[src/rtl/mux7seg_scan_if.sv]
// mux7seg_scan_if: control inputs and display outputs of the 7-segment scanner
interface mux7seg_scan_if;
  logic en;
  logic load;
  logic [15:0] data;
  logic [3:0] bcd;
  logic den;
  logic [3:0] an;
  logic tick;
  modport master(output en, load, data, input bcd, den, an, tick);
  modport slave(input en, load, data, output bcd, den, an, tick);
endinterface

[src/rtl/mux7seg_scan.sv]
// mux7seg_scan: 4-digit multiplexed common-anode scanner; LZ_BLANK_EN blanks leading zeros
module mux7seg_scan #(
  parameter int DIV = 50000,
  parameter int GAP = 16
) (
  input logic clk,
  input logic rst,
  mux7seg_scan_if.slave io
);
  localparam int PW_D = DIV > 1 ? $clog2(DIV) : 1;
  localparam int PW_G = GAP > 1 ? $clog2(GAP) : 1;
  localparam int PW = PW_D > PW_G ? PW_D : PW_G;
  localparam logic [PW-1:0] DLAST = PW'(DIV - 1);
  localparam logic [PW-1:0] GLAST = PW'(GAP > 0 ? GAP - 1 : 0);
  typedef enum logic [1:0] {S_IDLE, S_SHOW, S_GAP} state_t;
  state_t state, state_n;
  logic [1:0] idx, idx_n;
  logic [PW-1:0] cnt, cnt_n;
  logic [15:0] shadow, frame, frame_n;
  logic [3:0] an_r, an_n, bcd_r, bcd_n;
  logic den_r, den_n, tick_r, wrap, fstart, lit;
  always_comb begin
    state_n = state;
    idx_n = idx;
    cnt_n = cnt + 1'b1;
    wrap = 1'b0;
    fstart = 1'b0;
    if (!io.en) begin
      state_n = S_IDLE;
      idx_n = 2'd0;
      cnt_n = '0;
    end else if (state == S_IDLE) begin
      state_n = S_SHOW;
      idx_n = 2'd0;
      cnt_n = '0;
      fstart = 1'b1;
    end else if (state == S_SHOW && cnt == DLAST) begin
      cnt_n = '0;
      if (GAP == 0) begin
        idx_n = idx + 2'd1;
        wrap = idx == 2'd3;
        fstart = wrap;
      end else begin
        state_n = S_GAP;
      end
    end else if (state == S_GAP && cnt == GLAST) begin
      state_n = S_SHOW;
      cnt_n = '0;
      idx_n = idx + 2'd1;
      wrap = idx == 2'd3;
      fstart = wrap;
    end
    frame_n = fstart ? (io.load ? io.data : shadow) : frame;
`ifdef LZ_BLANK_EN
    lit = idx_n == 2'd0 || (frame_n >> {idx_n, 2'b00}) != 16'h0;
`else
    lit = 1'b1;
`endif
    den_n = state_n == S_SHOW && lit;
    an_n = den_n ? ~(4'b0001 << idx_n) : 4'hf;
    bcd_n = state_n == S_SHOW ? frame_n[{idx_n, 2'b00} +: 4] : bcd_r;
  end
  always_ff @(posedge clk) begin
    if (rst) begin
      state <= S_IDLE;
      idx <= 2'd0;
      cnt <= '0;
      shadow <= 16'h0;
      frame <= 16'h0;
      an_r <= 4'hf;
      bcd_r <= 4'h0;
      den_r <= 1'b0;
      tick_r <= 1'b0;
    end else begin
      state <= state_n;
      idx <= idx_n;
      cnt <= cnt_n;
      shadow <= io.load ? io.data : shadow;
      frame <= frame_n;
      an_r <= an_n;
      bcd_r <= bcd_n;
      den_r <= den_n;
      tick_r <= wrap;
    end
  end
  assign io.an = an_r;
  assign io.bcd = bcd_r;
  assign io.den = den_r;
  assign io.tick = tick_r;
endmodule

[src/flat_wrapper.sv]
// flat-port wrapper written by rule: the top's interface ports become plain ports
module mux7seg_scan_flat 
#(
  parameter int DIV = 50000,
  parameter int GAP = 16
)
  (clk, rst, io_en, io_load, io_data, io_bcd, io_den, io_an, io_tick);
  mux7seg_scan_if io_i ();
  input logic clk;
  input logic rst;
  input wire logic [$bits(io_i.en)-1:0] io_en;
  input wire logic [$bits(io_i.load)-1:0] io_load;
  input wire logic [$bits(io_i.data)-1:0] io_data;
  output wire logic [$bits(io_i.bcd)-1:0] io_bcd;
  output wire logic [$bits(io_i.den)-1:0] io_den;
  output wire logic [$bits(io_i.an)-1:0] io_an;
  output wire logic [$bits(io_i.tick)-1:0] io_tick;
  assign io_i.en = io_en;
  assign io_i.load = io_load;
  assign io_i.data = io_data;
  assign io_bcd = io_i.bcd;
  assign io_den = io_i.den;
  assign io_an = io_i.an;
  assign io_tick = io_i.tick;
  mux7seg_scan #(.DIV(DIV), .GAP(GAP)) u_core (.clk(clk), .rst(rst), .io(io_i));
endmodule
[config.mk]
export PLATFORM = sky130hd
export DESIGN_NAME = mux7seg_scan_flat
export DESIGN_NICKNAME = d
export VERILOG_FILES = /design/src/rtl/mux7seg_scan_if.sv /design/src/rtl/mux7seg_scan.sv /design/src/flat_wrapper.sv
export SDC_FILE = /design/constraint.sdc
export NUM_CORES = 1
export LEC_CHECK = 0
export ABC_AREA = 1
export ABC_CLOCK_PERIOD_IN_PS = 1600
export CAP_MARGIN = 20
export CORE_MARGIN = 5
export CORE_UTILIZATION = 45
export DETAILED_ROUTE_END_ITERATION = 12
export PLACE_DENSITY = 0.69
export SLEW_MARGIN = 40
export SYNTH_ARGS = -nofsm -noshare
export SYNTH_HDL_FRONTEND = slang
export SYNTH_SLANG_ARGS = --single-unit
[constraint.sdc]
create_clock -name clk -period 1.6 [get_ports clk]
set_input_delay 0.16 -clock clk [delete_from_list [all_inputs] [get_ports clk]]
set_output_delay 0.16 -clock clk [all_outputs]
set_load 0.02 [all_outputs]
==> impl_metrics.toml <==
[outcome]
outcome = "finished, violations left"
violations = "setup timing"

[place]
place_area_um2 = 3670
dp_cells = 547
io_buffers = 29
pre_cts_slack_ns = -0.210
place.gp.congestion = 0.865
place_hpwl_um = 4930

[timing]
setup_total_negative_slack_ns = -1.26
max_freq_ghz = 0.559
slew_headroom_pct = 69.9
maxSlewViolCount = 0
post-route-min-period_ns = 1.79
rsz0062_at_grt = "yes"
hold_violations = 0
setup_slack_ns = -0.190
fin_skew_ns = 0.0115
setup_viol = 19
fin_crit_sh_pct = 112
worst_pin_slew_ns = 0.439
hold_slack_ns = 0.503

[die]
die_h_um = 89.4
die_area_um2 = 8000
core_um2 = 6240
initial_core_util_pct = 45.5
rows = 29
io_pins = 30
die_x_um = 89.4

[yosys]
synth_nets = 407
synthMuxAreaShare_pct = 2.82
yosys.area.top_type = "dfxtp_1"
synthAdderAreaFrac_pct = 0.881
synth.distinct_cells = 33
synth_top_family_by_area = "simple AND/OR/NAND/NOR gates"
avgSynthCellArea_um2 = 7.37
synthSimpleGateAreaFrac_pct = 35.1
synth_area_leaders = "dfxtp_1 44%, nand2_1 11%, nor2_1 7.9%, inv_1 5.9%, nand3_1 3.5%"
netlist_area_um2 = 2840
syn-instance-count = 385
synth_compound_area_share_pct = 7.49
synth-seq-area-share_pct = 43.7
yosys.area_share.xor_xnor_pct = 0.926
yosys_warnings = 0
ys_ff_latch = 62
synth_top_area_share_pct = 43.7

[clocking]
clk_pin_slew_ns = 0.07
root_buffer = "clkbuf_8"
ctsHoldBuffers = 0
cts_tree = "done"
cts_buffer_depth = 2
clock_sinks = 62
h-tree-depth = 3
cts_buffers = 9
worstSkewPairLatency_ns = 0.34

[worst_setup_path]
cpPeakStageDelay_ns = 0.33
startpoint_type = "register"
crit_path_cell_trace = "nor2_2, inv_1, nor2_4, buf_4, nand4_1, inv_1, nor2_4, nand2_2, inv_4, nand2_2, nand3_2, nor2_1, nor2_1"
cp_data_arrival_time_ns = 2.02
cpLargestDelayFamily = "simple AND/OR/NAND/NOR gates"
startpoint = "u_core.cnt[12]"
path_max_fanout = 5
r2r_start = "u_core.cnt[12]"
worstPathRequired_ns = 1.83
rrSetupSlack_ns = -0.19
critPathKind = "reg -> reg"
cp-end-kind = "register"
critical_path_buf_inv_count = 4
crit_slowest_cell = "dfxtp_1"

[drt]
ant_nets = 0
vias_per_cell = 4.84
wirelength_um = 7430
num_vias = 2754
dr.pass1.iters = 4
drcViolationCount = 0
drtIter0Drc = 132
avgRoutedWirePerCell_um = 13.1

[hold_path]
hp-start = "u_core.frame[3]"
hp-class = "reg -> reg"

[layout]
fin_area_um2 = 4180
diodes = 0
finalNonFillerCells = 569
drive_gt1_share_pct = 32.9
area_growth_pct = 47.2
nNetsFinal = 509
utilization_pct = 66.9

[power]
internal_power_mw = 2.52
p_sw_mw = 0.869
pwr-share-seq_pct = 47.9
ir_worst_vdd_mv = 0.602
p_leak_nw = 1.88
combPwrFrac_pct = 12.3
p_clk_share_pct = 39.8
power_density_nw_per_um2 = 811
p_total_mw = 3.39
switching_share_pct = 25.7

[global_routing]
grt_overflow = 0
antenna_found_initial = 0
grt_max_degree = 29
grt_usage_pct = 19.6
grt_pass1_wl_um = 12000
first_global_vias = 2731

[flow_run]
cap_violations = 0
==> metal layers <==
layer | wire length [µm] | track usage (%) | vias to the layer above
li1 | - | - | 1421
met5 | 0 | 0 | -
met1 | 3380 | 25.2 | 1262
met4 | 162 | 9.61 | 0
met3 | 341 | 4.70 | 15
met2 | 3550 | 30.7 | 56
==> synthesized netlist by cell type <==
| master | number |
|---|---|
| a21oi_1 | 18 |
| a22oi_2 | 1 |
| buf_1 | 3 |
| buf_2 | 4 |
| buf_4 | 2 |
| buf_6 | 2 |
| clkbuf_1 | 1 |
| dfxtp_1 | 62 |
| ha_1 | 2 |
| inv_1 | 45 |
| inv_2 | 4 |
| mux2i_1 | 8 |
| nand2_1 | 85 |
| nand2_2 | 9 |
| nand2_4 | 2 |
| nand3_1 | 20 |
| nand3_2 | 2 |
| nand3_4 | 1 |
| nand3b_1 | 4 |
| nand4_1 | 3 |
| nand4_4 | 1 |
| nor2_1 | 60 |
| nor2_2 | 6 |
| nor2_4 | 3 |
| nor3_1 | 9 |
| nor3_2 | 1 |
| nor3b_1 | 2 |
| nor4_1 | 2 |
| nor4_2 | 1 |
| o21ai_0 | 15 |
| o21ai_2 | 4 |
| xnor2_1 | 1 |
| xor2_1 | 2 |
==> flip-flops by register name, summed over array words and instances, names as in the netlist <==
| name | flops |
|---|---|
| u_core.cnt | 16 |
| u_core.idx | 2 |
| u_core.shadow | 16 |
| u_core.io.den | 1 |
| u_core.frame | 16 |
| u_core.io.an | 4 |
| u_core.state | 2 |
| u_core.io.tick | 1 |
| u_core.io.bcd | 4 |
==> what timing repair did <==
action                     4_1_cts  5_1_grt
setup buffers                    2        2
pin swaps                       16       15
setup endpoints to repair       14       41
gates cloned                     0        2
gates resized for setup         32       36
==> worst paths after layout <==
kind | endpoint | cells past startpoint
worst max-delay path | u_core.io.bcd[1] | 13
worst min-delay path | u_core.frame[3] | 2
worst max register to register | u_core.io.bcd[1] | 13
worst min register to register | u_core.frame[3] | 2
==> logic make-up (layout without fill, tap and decap cells) <==
family	Yosys count	in the layout
muxes	8	8
DFF	62	62
adders and majority gates	2	2
buffers and inverters	61	167
AOI/OAI and AO/OA	38	38
and+or+nand+nor	211	212
xor gates and xnor gates	3	3
==> worst min-delay path, stage by stage, from the launching register on <==
cell	delay, ns
dfxtp_1	0.30
nand2_1	0.10
a21oi_2	0.06
==> layout by cell type, fill, tap and decap left out, types with 3 or more instances in the layout <==
cell,n
o21ai_1,3
a21oi_2,3
inv_2,3
nand2_2,20
inv_1,45
a21oi_1,15
nor2_1,50
nor2_2,7
clkinvlp_4,3
nand2_1,72
buf_6,4
nand3b_1,4
nand2_8,3
mux2i_1,8
o21ai_0,12
dfxtp_2,3
clkdlybuf4s50_1,29
nand3_2,7
dfxtp_1,59
nand3_1,14
nor3_1,8
nand4_1,3
clkbuf_8,9
nor2_4,12
buf_4,67
==> final cells by class <==
cell class / count / area, µm²
clock inverter: 6 / 62.6
multi-input combinational: 263 / 1590
sequential: 62 / 1240
fill: 526 / 2060
timing repair buffer: 102 / 866
clock buffer: 10 / 128
inverter: 49 / 186
tap: 77 / 96.3
==> power by group through the flow <==
stage / Combinational [mW] / Sequential (mW) / Clock [mW]
2_1_floorplan: 0.190 / 1.66 / 0
3_3_place_gp: 0.364 / 1.66 / 0
3_5_place_dp: 0.371 / 1.66 / 0
4_1_cts: 0.387 / 1.62 / 1.36
5_1_grt: 0.456 / 1.63 / 1.46
6_report: 0.416 / 1.62 / 1.35
(Power assumes the default switching activity.)
